$ cat config.mk
export PLATFORM = sky130hd
export DESIGN_NAME = mapper_latch_port_rom
export DESIGN_NICKNAME = d
export VERILOG_FILES = /design/src/rtl/mapper_latch_port_rom_pkg.sv /design/src/rtl/mapper_acc_timer.sv /design/src/rtl/mapper_latch_port_rom.sv
export SDC_FILE = /design/constraint.sdc
export NUM_CORES = 1
export LEC_CHECK = 0
export CAP_MARGIN = 15
export CORE_MARGIN = 1.5
export CORE_UTILIZATION = 46
export CTS_CLUSTER_DIAMETER = 120
export DETAILED_ROUTE_END_ITERATION = 8
export GPL_TIMING_DRIVEN = 0
export PLACE_DENSITY = 0.85
export SLEW_MARGIN = 20
export SYNTH_ARGS = -nofsm -noshare
export SYNTH_HDL_FRONTEND = slang
export SYNTH_SLANG_ARGS = --single-unit
export TNS_END_PERCENT = 20
$ cat constraint.sdc
create_clock -name clk -period 2.9 [get_ports clk]
set_clock_uncertainty 0.05 [all_clocks]
set_input_delay 0.58 -clock clk [delete_from_list [all_inputs] [get_ports clk]]
set_output_delay 0.58 -clock clk [all_outputs]
set_load 0.05 [all_outputs]
$ cat src/rtl/mapper_latch_port_rom_pkg.sv
// Shared definitions for the latch-port ROM mapper: access FSM states and
// the fixed window/data constants.
package mapper_latch_port_rom_pkg;

  // Single-outstanding access sequencer states
  typedef enum logic [1:0] {
    MAP_IDLE = 2'd0,
    MAP_REQ  = 2'd1,
    MAP_DONE = 2'd2
  } map_acc_state_t;

  // Offset bits inside one 16 KB CPU page
  localparam int MAP_PAGE_BITS = 14;

  // Value presented on cpu_data whenever no read result is being held
  localparam logic [7:0] MAP_DATA_IDLE = 8'hFF;

endpackage : mapper_latch_port_rom_pkg

$ cat src/rtl/mapper_acc_timer.sv
// Access timeout counter: cleared while the mapper is idle, counts every
// cycle spent waiting for memory, and flags the last allowed cycle.
module mapper_acc_timer #(
  parameter int TIMEOUT_CYC = 255
) (
  input  logic clk,
  input  logic reset_n,
  input  logic clr,
  input  logic inc,
  output logic tc
);

  localparam int CNT_W = $clog2(TIMEOUT_CYC + 1);

  logic [CNT_W-1:0] cnt_q;
  logic [CNT_W-1:0] cnt_d;

  // Next count: clear has priority over increment
  always_comb begin
    cnt_d = cnt_q;
    if (clr) begin
      cnt_d = '0;
    end else if (inc) begin
      cnt_d = cnt_q + CNT_W'(1);
    end
  end

  // Counter register with synchronous active-low reset
  always_ff @(posedge clk) begin
    if (!reset_n) begin
      cnt_q <= '0;
    end else begin
      cnt_q <= cnt_d;
    end
  end

  // Terminal count: the cycle in which an unanswered request is abandoned
  assign tc = (cnt_q == CNT_W'(TIMEOUT_CYC - 1));

endmodule : mapper_acc_timer

$ cat src/rtl/mapper_latch_port_rom.sv
// Latch-port ROM mapper: maps CPU reads in one 16 KB window onto external
// ROM space using the bank byte from the latch-port stage. One access is in
// flight at a time; the CPU is stalled until memory answers or the timer
// expires. Bank updates are only committed while idle. BANK_BITS must be
// at most 8 since the bank is taken from the low bits of the latch byte.
module mapper_latch_port_rom
  import mapper_latch_port_rom_pkg::*;
#(
  parameter int         BANK_BITS   = 8,
  parameter logic [1:0] WIN_PAGE    = 2'd2,
  parameter int         TIMEOUT_CYC = 255
) (
  input  logic                               clk,
  input  logic                               reset_n,
  input  logic                               en,
  input  logic [7:0]                         data_to_mapper,
  input  logic [BANK_BITS-1:0]               rom_mask,
  input  logic [15:0]                        cpu_addr,
  input  logic                               cpu_req,
  input  logic                               cpu_mreq,
  input  logic                               cpu_rd,
  output logic [7:0]                         cpu_data,
  output logic                               cpu_wait,
  output logic [BANK_BITS+MAP_PAGE_BITS-1:0] mem_addr,
  output logic                               mem_rd,
  input  logic                               mem_ack,
  input  logic [7:0]                         mem_data,
  output logic [BANK_BITS-1:0]               bank_cur,
  output logic                               timeout_err
);

  localparam int ADDR_W = BANK_BITS + MAP_PAGE_BITS;

  map_acc_state_t      state_q, state_d;
  logic [ADDR_W-1:0]   mem_addr_q, mem_addr_d;
  logic                mem_rd_q, mem_rd_d;
  logic                cpu_wait_q, cpu_wait_d;
  logic [7:0]          cpu_data_q, cpu_data_d;
  logic [BANK_BITS-1:0] bank_cur_q, bank_cur_d;
  logic                timeout_err_q, timeout_err_d;

  logic hit;
  logic timer_clr;
  logic timer_inc;
  logic timer_tc;

  // Read strobe into the mapped window while this slot is selected;
  // writes and IO cycles never start an access
  assign hit = cpu_req & cpu_mreq & cpu_rd & en &
               (cpu_addr[15:MAP_PAGE_BITS] == WIN_PAGE);

  // Timer is held at zero while idle so every access starts from a fresh count
  assign timer_clr = (state_q == MAP_IDLE);
  assign timer_inc = (state_q == MAP_REQ);

  mapper_acc_timer #(
    .TIMEOUT_CYC (TIMEOUT_CYC)
  ) u_timer (
    .clk     (clk),
    .reset_n (reset_n),
    .clr     (timer_clr),
    .inc     (timer_inc),
    .tc      (timer_tc)
  );

  // Access FSM next state, bank commit and address/data register updates
  always_comb begin
    state_d       = state_q;
    mem_addr_d    = mem_addr_q;
    mem_rd_d      = mem_rd_q;
    cpu_wait_d    = cpu_wait_q;
    cpu_data_d    = cpu_data_q;
    bank_cur_d    = bank_cur_q;
    timeout_err_d = timeout_err_q;

    case (state_q)
      MAP_IDLE: begin
        // The latch is tracked only here; during an access the bank is frozen
        bank_cur_d = data_to_mapper[BANK_BITS-1:0] & rom_mask;
        if (hit) begin
          state_d    = MAP_REQ;
          mem_addr_d = {bank_cur_q, cpu_addr[MAP_PAGE_BITS-1:0]};
          mem_rd_d   = 1'b1;
          cpu_wait_d = 1'b1;
        end
      end

      MAP_REQ: begin
        // An ack arriving on the terminal cycle still delivers its data
        if (mem_ack) begin
          state_d    = MAP_DONE;
          cpu_data_d = mem_data;
          mem_rd_d   = 1'b0;
          cpu_wait_d = 1'b0;
        end else if (timer_tc) begin
          state_d       = MAP_DONE;
          cpu_data_d    = MAP_DATA_IDLE;
          mem_rd_d      = 1'b0;
          cpu_wait_d    = 1'b0;
          timeout_err_d = 1'b1;
        end
      end

      MAP_DONE: begin
        // Hold the result until the CPU ends its read cycle
        if (!cpu_rd) begin
          state_d    = MAP_IDLE;
          cpu_data_d = MAP_DATA_IDLE;
        end
      end

      default: begin
        state_d    = MAP_IDLE;
        mem_rd_d   = 1'b0;
        cpu_wait_d = 1'b0;
        cpu_data_d = MAP_DATA_IDLE;
      end
    endcase
  end

  // State and output registers with synchronous active-low reset
  always_ff @(posedge clk) begin
    if (!reset_n) begin
      state_q       <= MAP_IDLE;
      mem_addr_q    <= '0;
      mem_rd_q      <= 1'b0;
      cpu_wait_q    <= 1'b0;
      cpu_data_q    <= MAP_DATA_IDLE;
      bank_cur_q    <= '0;
      timeout_err_q <= 1'b0;
    end else begin
      state_q       <= state_d;
      mem_addr_q    <= mem_addr_d;
      mem_rd_q      <= mem_rd_d;
      cpu_wait_q    <= cpu_wait_d;
      cpu_data_q    <= cpu_data_d;
      bank_cur_q    <= bank_cur_d;
      timeout_err_q <= timeout_err_d;
    end
  end

  assign cpu_data    = cpu_data_q;
  assign cpu_wait    = cpu_wait_q;
  assign mem_addr    = mem_addr_q;
  assign mem_rd      = mem_rd_q;
  assign bank_cur    = bank_cur_q;
  assign timeout_err = timeout_err_q;

endmodule : mapper_latch_port_rom

---- After elaboration in Yosys (flattened, before gate mapping) ----
Cells that the tools add are included.
word-level totals
  flip-flop bits (word level) ............. 50
  bits of input ports ..................... 47
  output and inout bits ................... 41
  word-level logic and storage cells ...... 44
cells by class
  add/sub/neg operators ................... 1
  eq/ne operators ......................... 7
  mux-type cells .......................... 13
  bitwise operators ....................... 9
  reductions and logical operators ........ 7
operators by type and width
  operator                                                                 number
  8-bit two-way mux                                                        3
  8-bit case mux with 3 select lines                                       1
  3-bit AND reduction                                                      4
  8-bit by 1-bit adder with 8-bit output, second input constant            1
  8-bit bitwise AND                                                        1
  8-bit == test, second input constant                                     1
  2-bit two-way mux                                                        4
  2-bit case mux with 3 select lines                                       1
  1-bit bitwise AND                                                        4
  2-bit == test, second input constant                                     2
  2-bit inequality test, second input constant                             2
  1-bit NOT                                                                4
  1-bit two-way mux                                                        3
  3-bit by 2-bit inequality test with 1-bit output, second input constant  1
  1-bit case mux with 3 select lines                                       1
  2-bit by 1-bit == test with 1-bit output, second input constant          1
  2-bit logical NOT                                                        1
  2-bit AND reduction                                                      1
  2-bit OR reduction                                                       1

---- Logic depth before layout (Yosys ltp) ----
Gate-level depths: netlist of the first run.
  depth in word-level cells ............... 6
  mapped depth ............................ 5
  depth with buffers taken out ............ 5

---- Hierarchy ----
From an unflattened synthesis of the first run, not the netlist that was laid out.
second synthesis, totals
  cell total of the unflattened synthesis .. 214
  area total of the unflattened synthesis .. 2010.7 um^2
modules (own cells, without submodules)
  module                 instances  cells each  area each (um^2)  seq. area each (um^2)
  mapper_latch_port_rom  1          172         1645.3            840.8
  mapper_acc_timer       1          42          365.4             160.2

---- Worst setup path after synthesis of the first run ----
OpenSTA, ideal clock, no wires.
  path type ............................... input-to-reg
  start point ............................. in cpu_addr[14]
  end point ............................... reg mem_addr_q[14] (netlist: mem_addr[14])
  setup time .............................. 0.076 ns
  arrival ................................. 1.501 ns
  data required time ...................... 2.774 ns
  slack ................................... 1.274 ns
  stages on the path ...................... 5
  buffers on the path ..................... 2
  path through ............................ and4b_1 > clkbuf_1 > clkbuf_1 > nand3_1 > a21boi_0
between the ends
  longest elaborated chain between the ends .. 3
RTL lines
  element                        line                          source
  from (decl)                    mapper_latch_port_rom.sv:18   input logic [15:0] cpu_addr,
  2-bit == test                  mapper_latch_port_rom.sv:50   (cpu_addr[15:MAP_PAGE_BITS] == WIN_PAGE);
  1-bit bitwise AND              mapper_latch_port_rom.sv:49   assign hit = cpu_req & cpu_mreq & cpu_rd & en &
  2-bit AND reduction (no line)  -
  to (signal assigned)           mapper_latch_port_rom.sv:133  mem_addr_q <= mem_addr_d;
  to (decl)                      mapper_latch_port_rom.sv:35   logic [ADDR_W-1:0] mem_addr_q, mem_addr_d;
Every way passes these cells.
A chain may end at the register's enable or synchronous reset.

==> metrics.yaml, run 1 <==
maxCapViolations: 0
power.total_uw: 1270
worstSetupPathType: "flip-flop to output port"
track_usage: 0.213
final_cell_mix: "clkdlybuf4s50_1, dfxtp_1, nand3_1"
ios: 88
ys_types: 41
die_w_um: 70.7
reg2reg_from: "u_timer.cnt_q[0]$_SDFFE_PP0N_"
worst_pin_slew_ns: 0.617
clkSlewWorstSetupHoldPaths_ns: 0.09
path_cells: "buf_4 > clkdlybuf4s50_1"
io_buffers: 87
routed_wl_um: 5370
async_reset_ff_frac: 0
synth_area_um2: 2110
diodes: 0
p_leak_uw: 0.00111
wire_per_inst_um: 14.2
ctsRootBufferMaster: "clkbuf_8"
slowest_delay_ns: 0.80
cts_max_path_buffers: 2
setup_viol: 0
hold_viol: 0
rr_worst_depth: 5
clkLatencyLatePin_ns: 0.30
critPathRequiredTime_ns: 2.27
relSlewSlack: 0.587
rr_endpoint: "cpu_wait$_SDFFE_PN0P_"
setup_slack_ns: 0.684
r2r_slack_ns: 1.20
fin_util: 0.717
htreeDepth: 2
post_cts_buffers: 0
cts.repair.resized: 0
cp-start-kind: "flip-flop"
start_util: 0.481
drive_above_1_share: 0.0677
fmax_ghz: 0.451
worstSetupStartpoint: "cpu_wait$_SDFFE_PN0P_"
period_needed_ns: 2.22
first_pass_iters: 5
power_density_nw_per_um2: 404
pre_cts_ws_ns: 0.578
synthesis.instances: 230
grt_overflow: 0
ys_warn_count: 0
synth_ff_type: "dfxtp_1"
final_common_cell: "clkdlybuf4s50_1"
rows: 24
crit_path_end_kind: "output port"
status: "finished clean"
synth_edf_count: 0
synth_nets: 279
vias: 2071
via_per_inst: 5.49
endpoint: "mem_rd"
drcViolationCount: 0
hp-class: "flip-flop to flip-flop"
cts_hold_buf: 0
min_period_over_period: 0.764
critPathArrivalTime_ns: 1.59
cts.sinks: 50
rsz0062_at_grt: "no"
areaGrowthSynthToFinish_pct: 48.8
grt_pass1_wl_um: 8760
seq_area_frac_synth: 0.474
drv_slew: 0
routabilityCongestion: 0.755
first_iter_violations: 144
core_area_um2: 4380
cp_max_fo: 3
irDropWorstVdd_mv: 0.310
dp_hpwl_um: 3930
cts_buffers: 5
syn_avg_cell_area_um2: 9.18
grt_pass1_vias: 1950
crit_slowest_cell: "clkdlybuf4s50_1"
nets: 373
cts_tree: "built"
antenna_found_initial: 0
die_y_um: 70.7
grt_max_degree: 16
synth_seq_cells: 50
antenna_left: 0
die_area_um2: 5000
setup_tns_ns: 0
routing by layer:
metal	track usage	up-vias	wire length (um)
li1	-	1026	-
met1	0.273	980	2340
met2	0.358	60	2590
met3	0.0613	5	381
met4	0.0482	0	58
met5	0	-	0
power by group:
part | total, uW | switching, uW | internal [uW]
clock | 421 | 229 | 192
combinational | 152 | 69.7 | 82.3
sequential | 698 | 4.94 | 693
how the worst min path moves through the flow:
stage                                       start                       endpoint  slack, ns  cells after the start
floorplan           u_timer.cnt_q[5]$_SDFFE_PP0N_  u_timer.cnt_q[5]$_SDFFE_PP0N_       0.42                      2
global placement         timeout_err$_SDFFE_PN0P_       timeout_err$_SDFFE_PN0P_       0.41                      1
detailed placement      mem_addr[12]$_SDFFE_PN0P_      mem_addr[12]$_SDFFE_PN0P_       0.42                      2
CTS                     mem_addr[12]$_SDFFE_PN0P_      mem_addr[12]$_SDFFE_PN0P_       0.43                      2
global route             mem_addr[2]$_SDFFE_PN0P_       mem_addr[2]$_SDFFE_PN0P_       0.45                      2
finish                   mem_addr[3]$_SDFFE_PN0P_       mem_addr[3]$_SDFFE_PN0P_       0.43                      2
cells by family after synthesis:
logic type      count (synthesis)  share of synthesized area
compound gates                 78                      0.262
xor+xnor                        1                    0.00415
fa+ha+maj                       2                     0.0119
buf+inv                        21                     0.0415
flops                          50                      0.474
mux                             1                    0.00474
simple gates                   77                      0.202
sequential cells by signal, indices dropped and copies added (netlist names):
signal,cells
cpu_wait,1
bank_cur,8
state_q,2
cpu_data,8
u_timer.cnt_q,8
mem_addr,22
timeout_err,1
layout make-up:
type / count / area [um2]
buffer: 18 / 76.3
clock buffer: 6 / 82.6
clock inverter: 2 / 12.5
fill: 371 / 1240
inverter: 3 / 11.3
multi-input combinational: 159 / 1020
sequential: 50 / 1000
tap: 52 / 65.1
timing repair buffer: 87 / 871
worst max-delay path, delay by kind of cell, from the launching register on:
kind     cells  cell delay (ns)
flops        1             0.37
buf+inv      2             0.92
per-stage QoR:
stage               hold WS [ns]  instances  cell area [um2]
floorplan                  0.421        230             2110
global placement           0.405        369             3050
detailed placement         0.416        369             3050
CTS                        0.429        377             3140
global route               0.452        377             3140
finish                     0.426        377             3140
Yosys cell counts, types with 2 or more instances:
library cell,count,area [um2]
dfxtp_1,50,1000
o31ai_1,3,22.5
nand3_1,36,180
and4b_1,2,20.0
a21boi_1,9,67.6
buf_2,4,20.0
o32a_1,6,60.1
nor2_1,3,11.3
ha_1,2,25.0
or3_1,2,12.5
nand2_1,17,63.8
o21ai_0,26,130
o32a_2,2,22.5
a21boi_0,22,165
inv_1,3,11.3
nor3b_1,2,15.0
clkbuf_1,13,48.8
nor2b_1,2,12.5
a21oi_1,4,20.0
Note: power is estimated with default switching activity, not from simulation.
==> run 2: changes to the inputs <==
--- a/config.mk
+++ b/config.mk
@@ -7,11 +7,11 @@
 export LEC_CHECK = 0
 export CAP_MARGIN = 15
 export CORE_MARGIN = 1.5
-export CORE_UTILIZATION = 46
+export CORE_UTILIZATION = 38
 export CTS_CLUSTER_DIAMETER = 120
 export DETAILED_ROUTE_END_ITERATION = 8
 export GPL_TIMING_DRIVEN = 0
-export PLACE_DENSITY = 0.85
+export PLACE_DENSITY = 0.75
 export SLEW_MARGIN = 20
 export SYNTH_ARGS = -nofsm -noshare
 export SYNTH_HDL_FRONTEND = slang
==> constraint.sdc (replaced) <==
create_clock -name clk -period 2 [get_ports clk]
set_clock_uncertainty 0.05 [all_clocks]
set_input_delay 0.4 -clock clk [delete_from_list [all_inputs] [get_ports clk]]
set_output_delay 0.4 -clock clk [all_outputs]
set_load 0.05 [all_outputs]
==> run 2 against run 1 <==
Flip-flop and latch count did not move; final cell count rose by 4.8%; combinational power rose by 45%; highest routed layer unchanged; register-to-register slack got worse by 0.89 ns; setup slack got worse by 0.64 ns; die area rose by 20%; clock-buffer cell count did not move; critical endpoint is now bank_cur[7]; sequential power rose by 45%; worst hold slack improved by 0.0020 ns; sequential share of layout area fell by 0.41 points; final area rose by 1.3%.
==> metrics.yaml, run 2 (same netlist as run 1, synthesis figures left out) <==
crit_family: "buffers and inverters"
rsz0062_at_grt: "no"
via_per_inst: 5.21
htreeDepth: 2
clkSlewWorstSetupHoldPaths_ns: 0.10
cts_buffers: 5
critPathRequiredTime_ns: 1.55
power_density_nw_per_um2: 611
critPathArrivalTime_ns: 1.50
p_leak_uw: 0.00114
die_w_um: 77.5
post_cts_buffers: 0
worstSetupPathType: "flip-flop to output port"
grt_pass1_wl_um: 9360
status: "finished clean"
nets: 373
cp-start-kind: "flip-flop"
cp_max_fo: 3
track_usage: 0.193
drv_slew: 0
maxCapViolations: 0
path_cells: "clkdlybuf4s50_1"
worst_pin_slew_ns: 0.593
final_common_cell: "clkdlybuf4s50_1"
vias: 2058
grt_max_degree: 16
die_y_um: 77.5
first_iter_violations: 101
p_comb_frac: 0.113
fin_util: 0.608
cts_tree: "built"
grt_overflow: 0
die_area_um2: 6010
first_pass_iters: 4
clkLatencyLatePin_ns: 0.30
p_clk_frac: 0.367
routabilityCongestion: 0.789
grt_pass1_vias: 2075
hp-class: "flip-flop to flip-flop"
cts.sinks: 50
cts_hold_buf: 0
wire_per_inst_um: 14.0
io_buffers: 87
min_period_over_period: 0.977
final_cell_mix: "clkdlybuf4s50_1, dfxtp_1, nand3_1"
core_area_um2: 5240
crit_path_end_kind: "output port"
largest_register_ff_count: 22
setup_tns_ns: 0
setup_viol: 0
ctsRootBufferMaster: "clkbuf_8"
hold_viol: 0
antenna_left: 0
drive_above_1_share: 0.0708
areaGrowthSynthToFinish_pct: 50.8
irDropWorstVdd_mv: 0.530
rows: 26
fmax_ghz: 0.512
routed_wl_um: 5540
dp_hpwl_um: 4150
crit_slowest_cell: "clkdlybuf4s50_1"
diodes: 0
relSlewSlack: 0.602
cp.buffers_inverters: 1
switching_share: 0.230
nFillCells: 478
switchingPower_uw: 447
antenna_found_initial: 0
slowest_delay_ns: 0.83
ios: 88
start_util: 0.403
cts_max_path_buffers: 2
intPower_uw: 1500
power_frac_seq: 0.520
period_needed_ns: 1.95
drcViolationCount: 0
-- run 2: power by group through the flow --
| stage | clock network (uW) | registers, uW | logic, uW |
|---|---|---|---|
| floorplan | 0 | 1070 | 53.6 |
| global placement | 0 | 1040 | 219 |
| detailed placement | 0 | 1040 | 220 |
| CTS | 727 | 1010 | 222 |
| global route | 759 | 1010 | 236 |
| finish | 713 | 1010 | 220 |
-- run 2: repair_timing --
action                                  4_1_cts  5_1_grt
gates resized for setup                       1        5
endpoints found under the setup margin        1        3
endpoints found under the hold margin         0        0
-- run 2: area by class of cell --
type | count | area, um2 | share of cell area
multi-input cells | 159 | 1020 | 0.321
flip-flops and latches | 50 | 1000 | 0.314
repair buffers | 87 | 872 | 0.274
well taps | 70 | 87.6 | 0.0275
plain buffers | 18 | 78.8 | 0.0248
clock buffers | 6 | 72.6 | 0.0228
clock inverters | 2 | 37.5 | 0.0118
inverters | 3 | 11.3 | 0.00354
-- run 2: layer usage --
layer	wire, um	track usage	vias up	part of all wire
met5	0	0	-	0
met3	334	0.0494	7	0.060
met2	2560	0.324	62	0.46
met1	2580	0.242	964	0.46
li1	-	-	1025	-
met4	71	0.0636	0	0.013
-- run 2: worst paths after layout --
kind | from | endpoint | slack (ns) | cells past startpoint
min reg2reg | mem_addr[4]$_SDFFE_PN0P_ | mem_addr[4]$_SDFFE_PN0P_ | 0.43 | 2
max reg2reg | u_timer.cnt_q[1]$_SDFFE_PP0N_ | cpu_wait$_SDFFE_PN0P_ | 0.31 | 4
min | mem_addr[4]$_SDFFE_PN0P_ | mem_addr[4]$_SDFFE_PN0P_ | 0.43 | 2
max | bank_cur[7]$_SDFFE_PN0P_ | bank_cur[7] | 0.05 | 1
-- run 2: stage by stage --
stage | instance area (um2) | instances | total power (uW) | worst slack, ns | hold slack [ns]
final | 3180 | 395 | 1950 | 0.0468 | 0.428
after global routing | 3180 | 395 | 2010 | 0.00429 | 0.449
after CTS | 3180 | 395 | 1960 | 0.0372 | 0.429
after detailed placement | 3070 | 387 | 1260 | -0.180 | 0.416
after global placement | 3070 | 387 | 1250 | -0.136 | 0.404
after floorplan | 2110 | 230 | 1120 | 0.512 | 0.421
==> run 3: changes to the inputs <==
--- a/config.mk
+++ b/config.mk
@@ -8,7 +8,7 @@
 export CAP_MARGIN = 15
 export CORE_MARGIN = 1.5
 export CORE_UTILIZATION = 38
-export CTS_CLUSTER_DIAMETER = 120
+export CTS_CLUSTER_DIAMETER = 80
 export DETAILED_ROUTE_END_ITERATION = 8
 export GPL_TIMING_DRIVEN = 0
 export PLACE_DENSITY = 0.75
==> results of run 3 <==
No change in the layout: final DEF, timing and power equal those of run 2.
